### src/rtl/imem_boot_loader.sv
// imem_boot_loader: unpacks a framed byte stream into 16-bit imem writes and
// holds the core in reset until the image checksum has been verified.
module imem_boot_loader #(
    parameter int ADDR_WIDTH = 4,
    parameter int WORD_COUNT = 16
) (
    input  logic                  clk,
    input  logic                  rst,
    input  logic                  in_valid,
    input  logic [7:0]            in_data,
    output logic                  in_ready,
    output logic                  imem_we,
    output logic [ADDR_WIDTH-1:0] imem_addr,
    output logic [15:0]           imem_wdata,
    output logic                  cpu_rst,
    output logic                  cpu_run,
    output logic                  load_err,
    output logic [ADDR_WIDTH:0]   words_loaded
);
    localparam logic [7:0] SYNC = 8'hA5;

    typedef enum logic [2:0] {S_IDLE, S_LEN, S_HI, S_LO, S_CSUM, S_RUN, S_ERR} state_t;

    state_t                state_q, state_d;
    logic [7:0]            hi_q, hi_d;
    logic [7:0]            xor_q, xor_d;
    logic [ADDR_WIDTH:0]   idx_q, idx_d;
    logic [ADDR_WIDTH:0]   len_q, len_d;
    logic                  we_q, we_d;
    logic [ADDR_WIDTH-1:0] addr_q, addr_d;
    logic [15:0]           wdata_q, wdata_d;
    logic                  run_q, run_d;
    logic                  err_q, err_d;
    logic                  acc, is_sync, len_ok;
    logic [ADDR_WIDTH:0]   idx_inc;

    assign in_ready     = ~rst;
    assign acc          = in_valid & in_ready;
    assign is_sync      = in_data == SYNC;
    assign len_ok       = in_data != 8'h00 && int'(in_data) <= WORD_COUNT;
    assign idx_inc      = idx_q + 1'b1;
    assign imem_we      = we_q;
    assign imem_addr    = addr_q;
    assign imem_wdata   = wdata_q;
    assign cpu_run      = run_q;
    assign cpu_rst      = ~run_q;
    assign load_err     = err_q;
    assign words_loaded = idx_q;

    always_comb begin
        state_d = state_q;
        hi_d    = hi_q;
        xor_d   = xor_q;
        idx_d   = idx_q;
        len_d   = len_q;
        we_d    = 1'b0;
        addr_d  = addr_q;
        wdata_d = wdata_q;
        run_d   = run_q;
        err_d   = err_q;
        if (acc) begin
            unique case (state_q)
                S_IDLE: state_d = is_sync ? S_LEN : S_IDLE;
                S_LEN: begin
                    state_d = len_ok ? S_HI : S_ERR;
                    err_d   = ~len_ok;
                    if (len_ok) begin
                        xor_d = 8'h00;
                        idx_d = '0;
                        len_d = in_data[ADDR_WIDTH:0];
                    end
                end
                S_HI: begin
                    hi_d    = in_data;
                    xor_d   = xor_q ^ in_data;
                    state_d = S_LO;
                end
                S_LO: begin
                    xor_d   = xor_q ^ in_data;
                    we_d    = 1'b1;
                    addr_d  = idx_q[ADDR_WIDTH-1:0];
                    wdata_d = {hi_q, in_data};
                    idx_d   = idx_inc;
                    state_d = idx_inc == len_q ? S_CSUM : S_HI;
                end
                S_CSUM: begin
                    run_d   = in_data == xor_q;
                    err_d   = in_data != xor_q;
                    state_d = in_data == xor_q ? S_RUN : S_ERR;
                end
                // a fresh sync in RUN or ERR starts a reload; the core stays in reset throughout
                S_RUN, S_ERR: begin
                    if (is_sync) begin
                        state_d = S_LEN;
                        run_d   = 1'b0;
                        err_d   = 1'b0;
                    end
                end
                default: state_d = S_IDLE;
            endcase
        end
    end

    always_ff @(posedge clk) begin
        if (rst) begin
            state_q <= S_IDLE;
            hi_q    <= 8'h00;
            xor_q   <= 8'h00;
            idx_q   <= '0;
            len_q   <= '0;
            we_q    <= 1'b0;
            addr_q  <= '0;
            wdata_q <= 16'h0000;
            run_q   <= 1'b0;
            err_q   <= 1'b0;
        end else begin
            state_q <= state_d;
            hi_q    <= hi_d;
            xor_q   <= xor_d;
            idx_q   <= idx_d;
            len_q   <= len_d;
            we_q    <= we_d;
            addr_q  <= addr_d;
            wdata_q <= wdata_d;
            run_q   <= run_d;
            err_q   <= err_d;
        end
    end
endmodule

### config.mk
export PLATFORM = sky130hd
export DESIGN_NAME = imem_boot_loader
export DESIGN_NICKNAME = d
export VERILOG_FILES = /design/src/rtl/imem_boot_loader.sv
export SDC_FILE = /design/constraint.sdc
export NUM_CORES = 1
export LEC_CHECK = 0
export ABC_AREA = 1
export BUFFER_PORTS_ARGS = -buffer_cell sky130_fd_sc_hd__buf_2
export CAP_MARGIN = 0
export CORE_UTILIZATION = 35
export DETAILED_ROUTE_END_ITERATION = 10
export GPL_TIMING_DRIVEN = 0
export PLACE_DENSITY = 0.61
export SYNTH_ARGS = -nofsm -noshare
export SYNTH_HDL_FRONTEND = slang
export SYNTH_SLANG_ARGS = --single-unit
### constraint.sdc
create_clock -name clk -period 1.7 [get_ports clk]
set_input_delay 0.17 -clock clk [delete_from_list [all_inputs] [get_ports clk]]
set_output_delay 0.17 -clock clk [all_outputs]
set_load 0.05 [all_outputs]
* Word level (Yosys, flattened, before mapping)
Index checks and enable logic that the tools add are counted.
Operators by class: $mul 0, bitwise operators 6, reductions and logical operators 18, div/mod/pow operators 0, add/sub/neg operators 1, shift-type cells 0, muxes and demuxes 14, order comparisons 1, equality and inequality tests 12
Operator list (number):
- one-hot mux 3 bit (6 select lines) | 1
- one-hot mux 8 bit (2 select lines) | 1
- AND reduction 3 bit | 5
- one-hot mux 5 bit (2 select lines) | 1
- equality test 3 bit (second input constant) | 3
- two-way mux 3 bit | 3
- equality test 8 bit | 1
- equality test 8 bit (second input constant) | 1
- less-or-equal comparator 8 x 5 -> 1 bit (second input constant) | 1
- two-way mux 8 bit | 1
- != test 8 bit | 1
- nonzero test 8 bit | 1
- bitwise XOR 8 bit | 1
- equality test 3 x 2 -> 1 bit (second input constant) | 2
- AND reduction 2 bit | 3
- nonzero test 2 bit | 3
- OR reduction 2 bit | 3
- adder 5 x 1 -> 5 bit (second input constant) | 1
- equality test 5 bit | 1
- two-way mux 5 bit | 1
- != test 2 bit (second input constant) | 2
- NOT 1 bit | 4
- equality test 3 x 1 -> 1 bit (second input constant) | 1
- zero test 3 bit | 1
- other kinds (7) | 9
Storage, ports and cells: bits in writable memories 0, input bits 11, memories kept 0, register bits 52, latch bits 0, output and inout port bits 30, logic and storage cells 62, ROM bits 0

* Longest topological paths before layout
Gate-level depths: netlist (run 1).
depth in word-level cells 4, mapped depth 12, mapped depth without buffers 12

* Worst setup path before layout (run 1)
No wires, ideal clock.
path kind register to register, start reg idx_q[0], in the netlist words_loaded[0], end reg state_q[1], required time 1559 ps, period minus slack after synthesis 1760 ps, setup time 141 ps, path slack -60 ps, arrival time 1619 ps, stages on the path, launching flop included 13, path buffers 0, path through dfxtp_1 > ha_1 > inv_1 > nand2_1 > nand2_1 > nand2_1 > nand2_1 > nor2_1 > nand3_1 > nand2_1 > nand2_1 > nand2_1 > a21oi_1
On the way: word-level cells in the longest chain between the ends 4
RTL lines:
- start: declaration | RTL line 27 | logic [ADDR_WIDTH:0] idx_q, idx_d;
- start signal: assignment | RTL line 120 | idx_q <= idx_d;
- adder 5 x 1 -> 5 bit | RTL line 41 | assign idx_inc = idx_q + 1'b1;
- equality test 5 bit | RTL line 84 | state_d = idx_inc == len_q ? S_CSUM : S_HI;
- two-way mux 3 bit | RTL line 84
- one-hot mux 3 bit (6 select lines) | RTL line 62 | unique case (state_q)
- end signal: assignment | RTL line 117 | state_q <= state_d;
- end: declaration | RTL line 24 | state_t state_q, state_d;
Every way passes these cells. A chain may end at the register's enable or synchronous reset.

* Worst setup path in the final report (run 1)
start reg state_q[1], end reg hi_q[1]
On the way: word-level cells in the longest chain between the ends 2
RTL lines:
- equality test 3 x 2 -> 1 bit | RTL line 62
- AND reduction 2 bit (no source line)
- end signal: assignment | RTL line 118 | hi_q <= hi_d;
- end: declaration | RTL line 25 | logic [7:0] hi_q, hi_d;
Every way passes these cells.

==> run_results.csv, run 1 <==
group,metric,value,unit
drt,vias,2390,
synth,async_flop_share,0,%
finish,n_antenna_cell,0,
placed_design,gp_congestion,0.805,
drt,drc,0,
finish,final-seq-area,0.00105,mm^2
timing,rsz0062_at_grt,"false",
power,p_total,2.26,mW
synth,yosys.area.top_type,"dfxtp_1",
clock_network,cts_buffers,5,
finish,final_util,43.7,%
synth,synth_commonest_cells,"nand2_1 (86), dfxtp_1 (52), inv_1 (41), nor2_1 (41), a21oi_1 (26)",
timing,hold_slack,0.112,ns
floorplan,die_area,0.00774,mm^2
worst_hold_path,hold_path.class,"in2reg",
global_route,grt_max_degree,17,
timing,skew,0.0115,ns
timing,max_freq,657,MHz
synth,synth.most_common_cell,"nand2_1",
placed_design,dp.cells,484,
power,swShare,23.6,%
run_status,status,"completed",
setup_path,crit_type,"reg2reg",
timing,finalMaxSlewViolations,0,
finish,nets,409,
synth,ys_ff_latch,52,
synth,ys_types,34,
synth,syn-num-nets,361,
global_route,overflow,0,
global_route,antenna_found_initial,0,
synth,ys.flop_type,"dfxtp_1",
global_route,groute.usage.overall,17.0,%
timing,max_slew_margin,52.4,%
clock_network,cts_tree,"built",
finish,final_cell_area,0.00305,mm^2
synth,netlist_area,0.00259,mm^2
synth,syn_inst,349,
floorplan,die_y,88,um
placed_design,dpl-instance-area,0.00291,mm^2
synth,yosysWarnings,0,
finish,area_growth,17.8,%
timing,hold_viol_final,0,
timing,worst_slack,0.178,ns
clock_network,htree_levels,2,
placed_design,hpwl,4690,um
worst_hold_path,hp-start,"in_data[0]",
synth,synth_top_area_share,40.2,%
timing,period_share,89.6,%
floorplan,ios,41,
power,internal-power,1.73,mW
synth,syn_area_per_cell,7.42,um^2
setup_path,reg2reg_from,"state_q[1]",
power,power_leakage,1.30,nW
synth,synth_edf_count,0,
global_route,grt_pass1_vias,2082,
finish,drive_gt1_share,24.1,%
setup_path,setup.worst_path.end_class,"register",
clock_network,clk_pin_slew,0.10,ns
floorplan,fp.dieW,88,um
clock_network,clockRootBuffer,"clkbuf_8",
placed_design,dpl_worst_slack,0.0916,ns
synth,seq_area_frac_synth,40.2,%
floorplan,core,0.00698,mm^2
run,drv_cap,0,
clock_network,clock_sinks,52,
drt,avgRoutedWirePerCell,12.7,um
timing,period_minus_slack,1.52,ns
setup_path,cp-start-kind,"register",
drt,vias_per_cell,4.84,
power,power_switching,0.535,mW
clock_network,insertion_delay,0.32,ns
timing,finalSetupViolCount,0,
setup_path,crit_fanout,10,
power,ir_worst_vdd,314,uV
drt,drt_iter0_markers,107,
floorplan,initial_core_util,37.1,%
global_route,grt_pass1_wl,10100,um
drt,drtAntennaViolNets,0,
timing,tightest_slew,0.715,ns
finish,layout.cells.non_filler,494,
setup_path,cp_data_required_time,1.92,ns
drt,first_pass_iters,4,
setup_path,arrival,1.74,ns
finish,multiInputGateArea,0.00128,mm^2
power,p_per_area,742,mW/mm^2
setup_path,startpoint,"state_q[1]",
power,clkPwrFrac,40.9,%
power,seq_power_share,53.8,%
synth,synthTopCellsByArea,"dfxtp_1 (40%), nand2_1 (12%), a211oi_2 (6.8%)",
drt,wirelength,6280,um
placed_design,port_buffers,39,
finish,n_fill_cell,756,
timing,fin_setup_tns,0,ns
power,combPwrFrac,5.3,%
clock_network,cts_buffer_depth,2,
floorplan,num_rows,30,
[state kept, by name, indices dropped and copies added (netlist names)]
signal	flops
cpu_run	1
hi_q	8
imem_addr	4
imem_wdata	16
imem_we	1
len_q	5
load_err	1
state_q	3
words_loaded	5
xor_q	8
[layout make-up]
| class | count | area share, % |
|---|---|---|
| flip-flops and latches | 52 | 34.3 |
| multi-input cells | 240 | 41.9 |
| inverters | 45 | 5.58 |
| well taps | 96 | 3.94 |
| clock inverters | 2 | 1.27 |
| clock buffers | 6 | 2.71 |
| repair buffers | 41 | 6.89 |
| plain buffers | 12 | 3.45 |
[logic make-up (layout without fill, tap and decap cells)]
kind of cell    after synthesis  count (layout)  synth area share, %
simple gates                164             164                 28.5
compound gates               75              75                 20.2
flops                        52              52                 40.2
buf+inv                      57             106                 10.6
fa+ha+maj                     1               1                0.483
[routing by layer]
metal | vias up | wire (um) | global-route usage (%)
met5 | - | 0 | 0
li1 | 1234 | - | -
met4 | 0 | 85 | 5.07
met3 | 6 | 252 | 3.49
met2 | 49 | 2680 | 25.2
met1 | 1101 | 3260 | 24.6
[timing repair]
action / CTS / global route
setup buffers: 0 / 2
endpoints found under the hold margin: 0 / 0
endpoints found under the setup margin: 0 / 3
gates resized for setup: 0 / 2
hold buffers: 0 / 0
[worst paths after layout]
kind | endpoint | slack [ns] | cells after the start
worst max-delay path | hi_q[1] | 0.18 | 5
worst min-delay path | hi_q[0] | 0.11 | 3
worst max register to register | hi_q[1] | 0.18 | 5
worst min register to register | xor_q[4] | 0.47 | 2
[power by group through the flow]
stage          clock network, mW  registers (mW)  logic [mW]
2_1_floorplan                  0            1.25      0.0731
3_3_place_gp                   0            1.25       0.118
3_5_place_dp                   0            1.25       0.119
4_1_cts                    0.943            1.22       0.119
5_1_grt                    0.988            1.22       0.130
6_report                   0.926            1.22       0.120
[worst max-delay path, stage by stage, from the launching register on]
cell	delay, ns
dfxtp_1	0.46
inv_1	0.16
nor4_4	0.47
buf_6	0.21
nand2_1	0.05
o31ai_1	0.06
[placed cells by master (no fill, tap or decap), types with 2 or more instances in the layout]
cell type / count
nand2_1: 86
dfxtp_1: 50
inv_1: 41
nor2_1: 41
buf_2: 40
a21oi_1: 26
o21ai_0: 21
a211oi_2: 14
nand3_1: 14
clkbuf_8: 7
a211oi_1: 5
buf_4: 4
nand2_2: 4
buf_6: 4
nand4_1: 4
nor3_1: 4
inv_2: 3
clkbuf_1: 3
o31ai_1: 3
nand2_4: 2
nor2_2: 2
o21ai_2: 2
a21oi_2: 2
nor3_2: 2
Note: power is estimated with default switching activity, not from simulation.
==> run 2: changes to the inputs <==
--- a/config.mk
+++ b/config.mk
@@ -5,13 +5,14 @@
 export SDC_FILE = /design/constraint.sdc
 export NUM_CORES = 1
 export LEC_CHECK = 0
-export ABC_AREA = 1
+export ABC_AREA = 0
 export BUFFER_PORTS_ARGS = -buffer_cell sky130_fd_sc_hd__buf_2
 export CAP_MARGIN = 0
-export CORE_UTILIZATION = 35
+export CORE_UTILIZATION = 50
 export DETAILED_ROUTE_END_ITERATION = 10
 export GPL_TIMING_DRIVEN = 0
-export PLACE_DENSITY = 0.61
+export PLACE_DENSITY = 0.8
+export SKIP_LAST_GASP = 1
 export SYNTH_ARGS = -nofsm -noshare
 export SYNTH_HDL_FRONTEND = slang
 export SYNTH_SLANG_ARGS = --single-unit
==> run 2 against run 1 <==
Compared with the run above: the flow now finishes with violations (setup timing); non-clock buffer count rose by 2; sequential cell count unchanged; global-route usage grew 6.0 points; via count shrank 5.1%; clock skew down 0.0025 ns; critical path depth stayed put; cell count fell by 20%; utilization up 19 points; worst hold slack better by 0.057 ns.
==> run_results.csv, run 2 <==
group,metric,value,unit
run_status,status,"finished, violations left",
run_status,violations,"setup timing",
placed_design,port_buffers,40,
clock_network,insertion_delay,0.31,ns
power,power_leakage,1.11,nW
timing,tightest_slew,0.660,ns
setup_path,cp_cell_sequence,"nand2b_1, nand4_1, or4_4, or4_4, a21oi_2",
timing,skew,0.00892,ns
setup_path,reg2reg_from,"xor_q[2]",
clock_network,clock_sinks,52,
placed_design,dpl_worst_slack,-0.314,ns
drt,first_pass_iters,4,
synth,synth_edf_count,0,
setup_path,crit_family,"simple AND/OR/NAND/NOR gates",
floorplan,core,0.00441,mm^2
timing,rsz0062_at_grt,"true",
synth,ys_types,38,
drt,drc,0,
synth,syn_inst,299,
synth,synth.most_common_cell,"nand2_1",
global_route,overflow,0,
setup_path,cp-start-kind,"register",
clock_network,cts_tree,"built",
finish,drive_gt1_share,22.6,%
power,ir_worst_vdd,485,uV
finish,n_fill_cell,381,
timing,period_share,101,%
finish,area_growth,19.3,%
floorplan,die_y,70.4,um
global_route,grt_pass1_wl,9160,um
drt,vias,2267,
drt,drtAntennaViolNets,0,
finish,layout.cells.non_filler,397,
floorplan,die_area,0.00495,mm^2
worst_hold_path,hold_path.class,"in2reg",
floorplan,ios,41,
global_route,grt_pass1_vias,1997,
global_route,antenna_found_initial,0,
placed_design,hpwl,3920,um
global_route,groute.usage.overall,23.0,%
synth,yosysWarnings,0,
clock_network,clk_pin_slew,0.10,ns
drt,drt_iter0_markers,182,
synth,ys_ff_latch,52,
placed_design,dp.cells,391,
setup_path,timing.critical_path.buf_inv,0,
synth,synth_commonest_cells,"nand2_1 (70), dfxtp_1 (52), o21ai_0 (49)",
finish,layout_common_cells,"nand2_1 (70), o21ai_0 (49), dfxtp_1 (44)",
synth,synth_top_area_share,44.6,%
synth,netlist_area,0.00234,mm^2
floorplan,initial_core_util,52.9,%
clock_network,cts_buffer_depth,2,
timing,finalSetupViolCount,1,
setup_path,cp_data_required_time,1.94,ns
finish,final_common_cell,"nand2_1",
synth,yosys.area.top_type,"dfxtp_1",
setup_path,max_stage_delay,0.55,ns
timing,worst_slack,-0.0143,ns
setup_path,setup.worst_path.end_class,"register",
drt,avgRoutedWirePerCell,14.4,um
setup_path,startpoint,"xor_q[2]",
synth,async_flop_share,0,%
setup_path,cp_slowest_cell,"or4_4",
floorplan,num_rows,24,
finish,nets,356,
synth,syn_area_per_cell,7.81,um^2
worst_hold_path,hp-start,"in_data[4]",
setup_path,crit_path_frequent_cell,"or4_4",
timing,fin_setup_tns,-0.0143,ns
floorplan,fp.dieW,70.4,um
placed_design,gp_congestion,0.846,
synth,seq_area_frac_synth,44.6,%
timing,max_freq,583,MHz
global_route,grt_max_degree,17,
timing,period_minus_slack,1.71,ns
setup_path,arrival,1.95,ns
run,drv_cap,0,
clock_network,htree_levels,2,
synth,ys.flop_type,"dfxtp_1",
drt,vias_per_cell,5.71,
setup_path,crit_type,"reg2reg",
timing,max_slew_margin,55.8,%
finish,n_antenna_cell,0,
timing,finalMaxSlewViolations,0,
synth,synthTopCellsByArea,"dfxtp_1 (45%), nand2_1 (11%), o21ai_0 (10%)",
finish,final_util,63.1,%
power,p_total,2.19,mW
timing,hold_viol_final,0,
drt,wirelength,5730,um
clock_network,cts_buffers,5,
synth,syn-num-nets,311,
power,p_per_area,786,mW/mm^2
clock_network,clockRootBuffer,"clkbuf_8",
setup_path,crit_fanout,3,
finish,largest_reg_flops,16,
## run 2: changes by cell type in the layout (fill, tap and decap cells not counted), moves of 11 or more
cell | previous run | this run
inv_1 | 41 | 6
nand2_1 | 86 | 70
a21oi_1 | 26 | 13
nand2b_1 | 0 | 11
a211oi_2 | 14 | 0
nor2_1 | 41 | 15
o21ai_0 | 21 | 49
## run 2: worst paths after layout
path                         to  slack, ns  cells after the start
setup reg to reg        cpu_run      -0.01                      5
hold reg to reg    imem_addr[1]       0.46                      2
setup / recovery        cpu_run      -0.01                      5
hold / removal    imem_wdata[4]       0.17                      3
## run 2: area by class of cell
cell class              instances  area, um^2  area share (%)
plain buffers                  13        57.6            2.07
clock inverters                 2        38.8            1.39
inverters                       6        22.5           0.808
multi-input cells             224        1260            45.2
well taps                      52        65.1            2.33
repair buffers                 42         215            7.72
clock buffers                   6        72.6            2.60
flip-flops and latches         52        1060            37.9
## run 2: cell families after synthesis
| family | after synthesis | share of synthesized area [%] |
|---|---|---|
| AO/OA/AOI/OAI | 80 | 19.1 |
| XOR/XNOR | 7 | 2.62 |
| adder cells (fa/ha/maj) | 4 | 1.82 |
| buffers and inverters | 23 | 3.80 |
| flip-flops | 52 | 44.6 |
| multiplexers | 6 | 2.62 |
| AND/OR/NAND/NOR | 127 | 25.4 |
## run 2: per-stage QoR
step / cell area (um^2) / hold slack [ns]
finish: 2790 / 0.169
floorplan: 2350 / 0.279
global placement: 2610 / 0.438
CTS: 2760 / 0.160
detailed placement: 2610 / 0.436
global route: 2790 / 0.181
## run 2: routing by layer
layer,routed length [um],track usage [%],part of all wire [%],vias up
met5,0,0,0,-
met4,90,6.44,1.6,0
met3,369,5.19,6.4,10
met2,2720,37.9,47,69
met1,2550,30.0,45,1068
li1,-,-,-,1120
## run 2: where the power goes
part	internal, mW	switching, mW	total (mW)	leakage [nW]
Clock	0.445	0.413	0.858	0.0558
Combinational	0.0325	0.0850	0.118	0.627
Sequential	1.21	0.000980	1.22	0.423
## run 2: tightest hold or removal path: stages
cell and delay [ns]:
buf_2 0.16, nand2_1 0.06, o21ai_0 0.06
## run 2: timing repair
action | CTS | global route
gates resized for setup | 11 | 10
hold buffers | 0 | 0
buffers inserted | 2 | 0
endpoints found under the setup margin | 42 | 19
pin swaps | 3 | 3
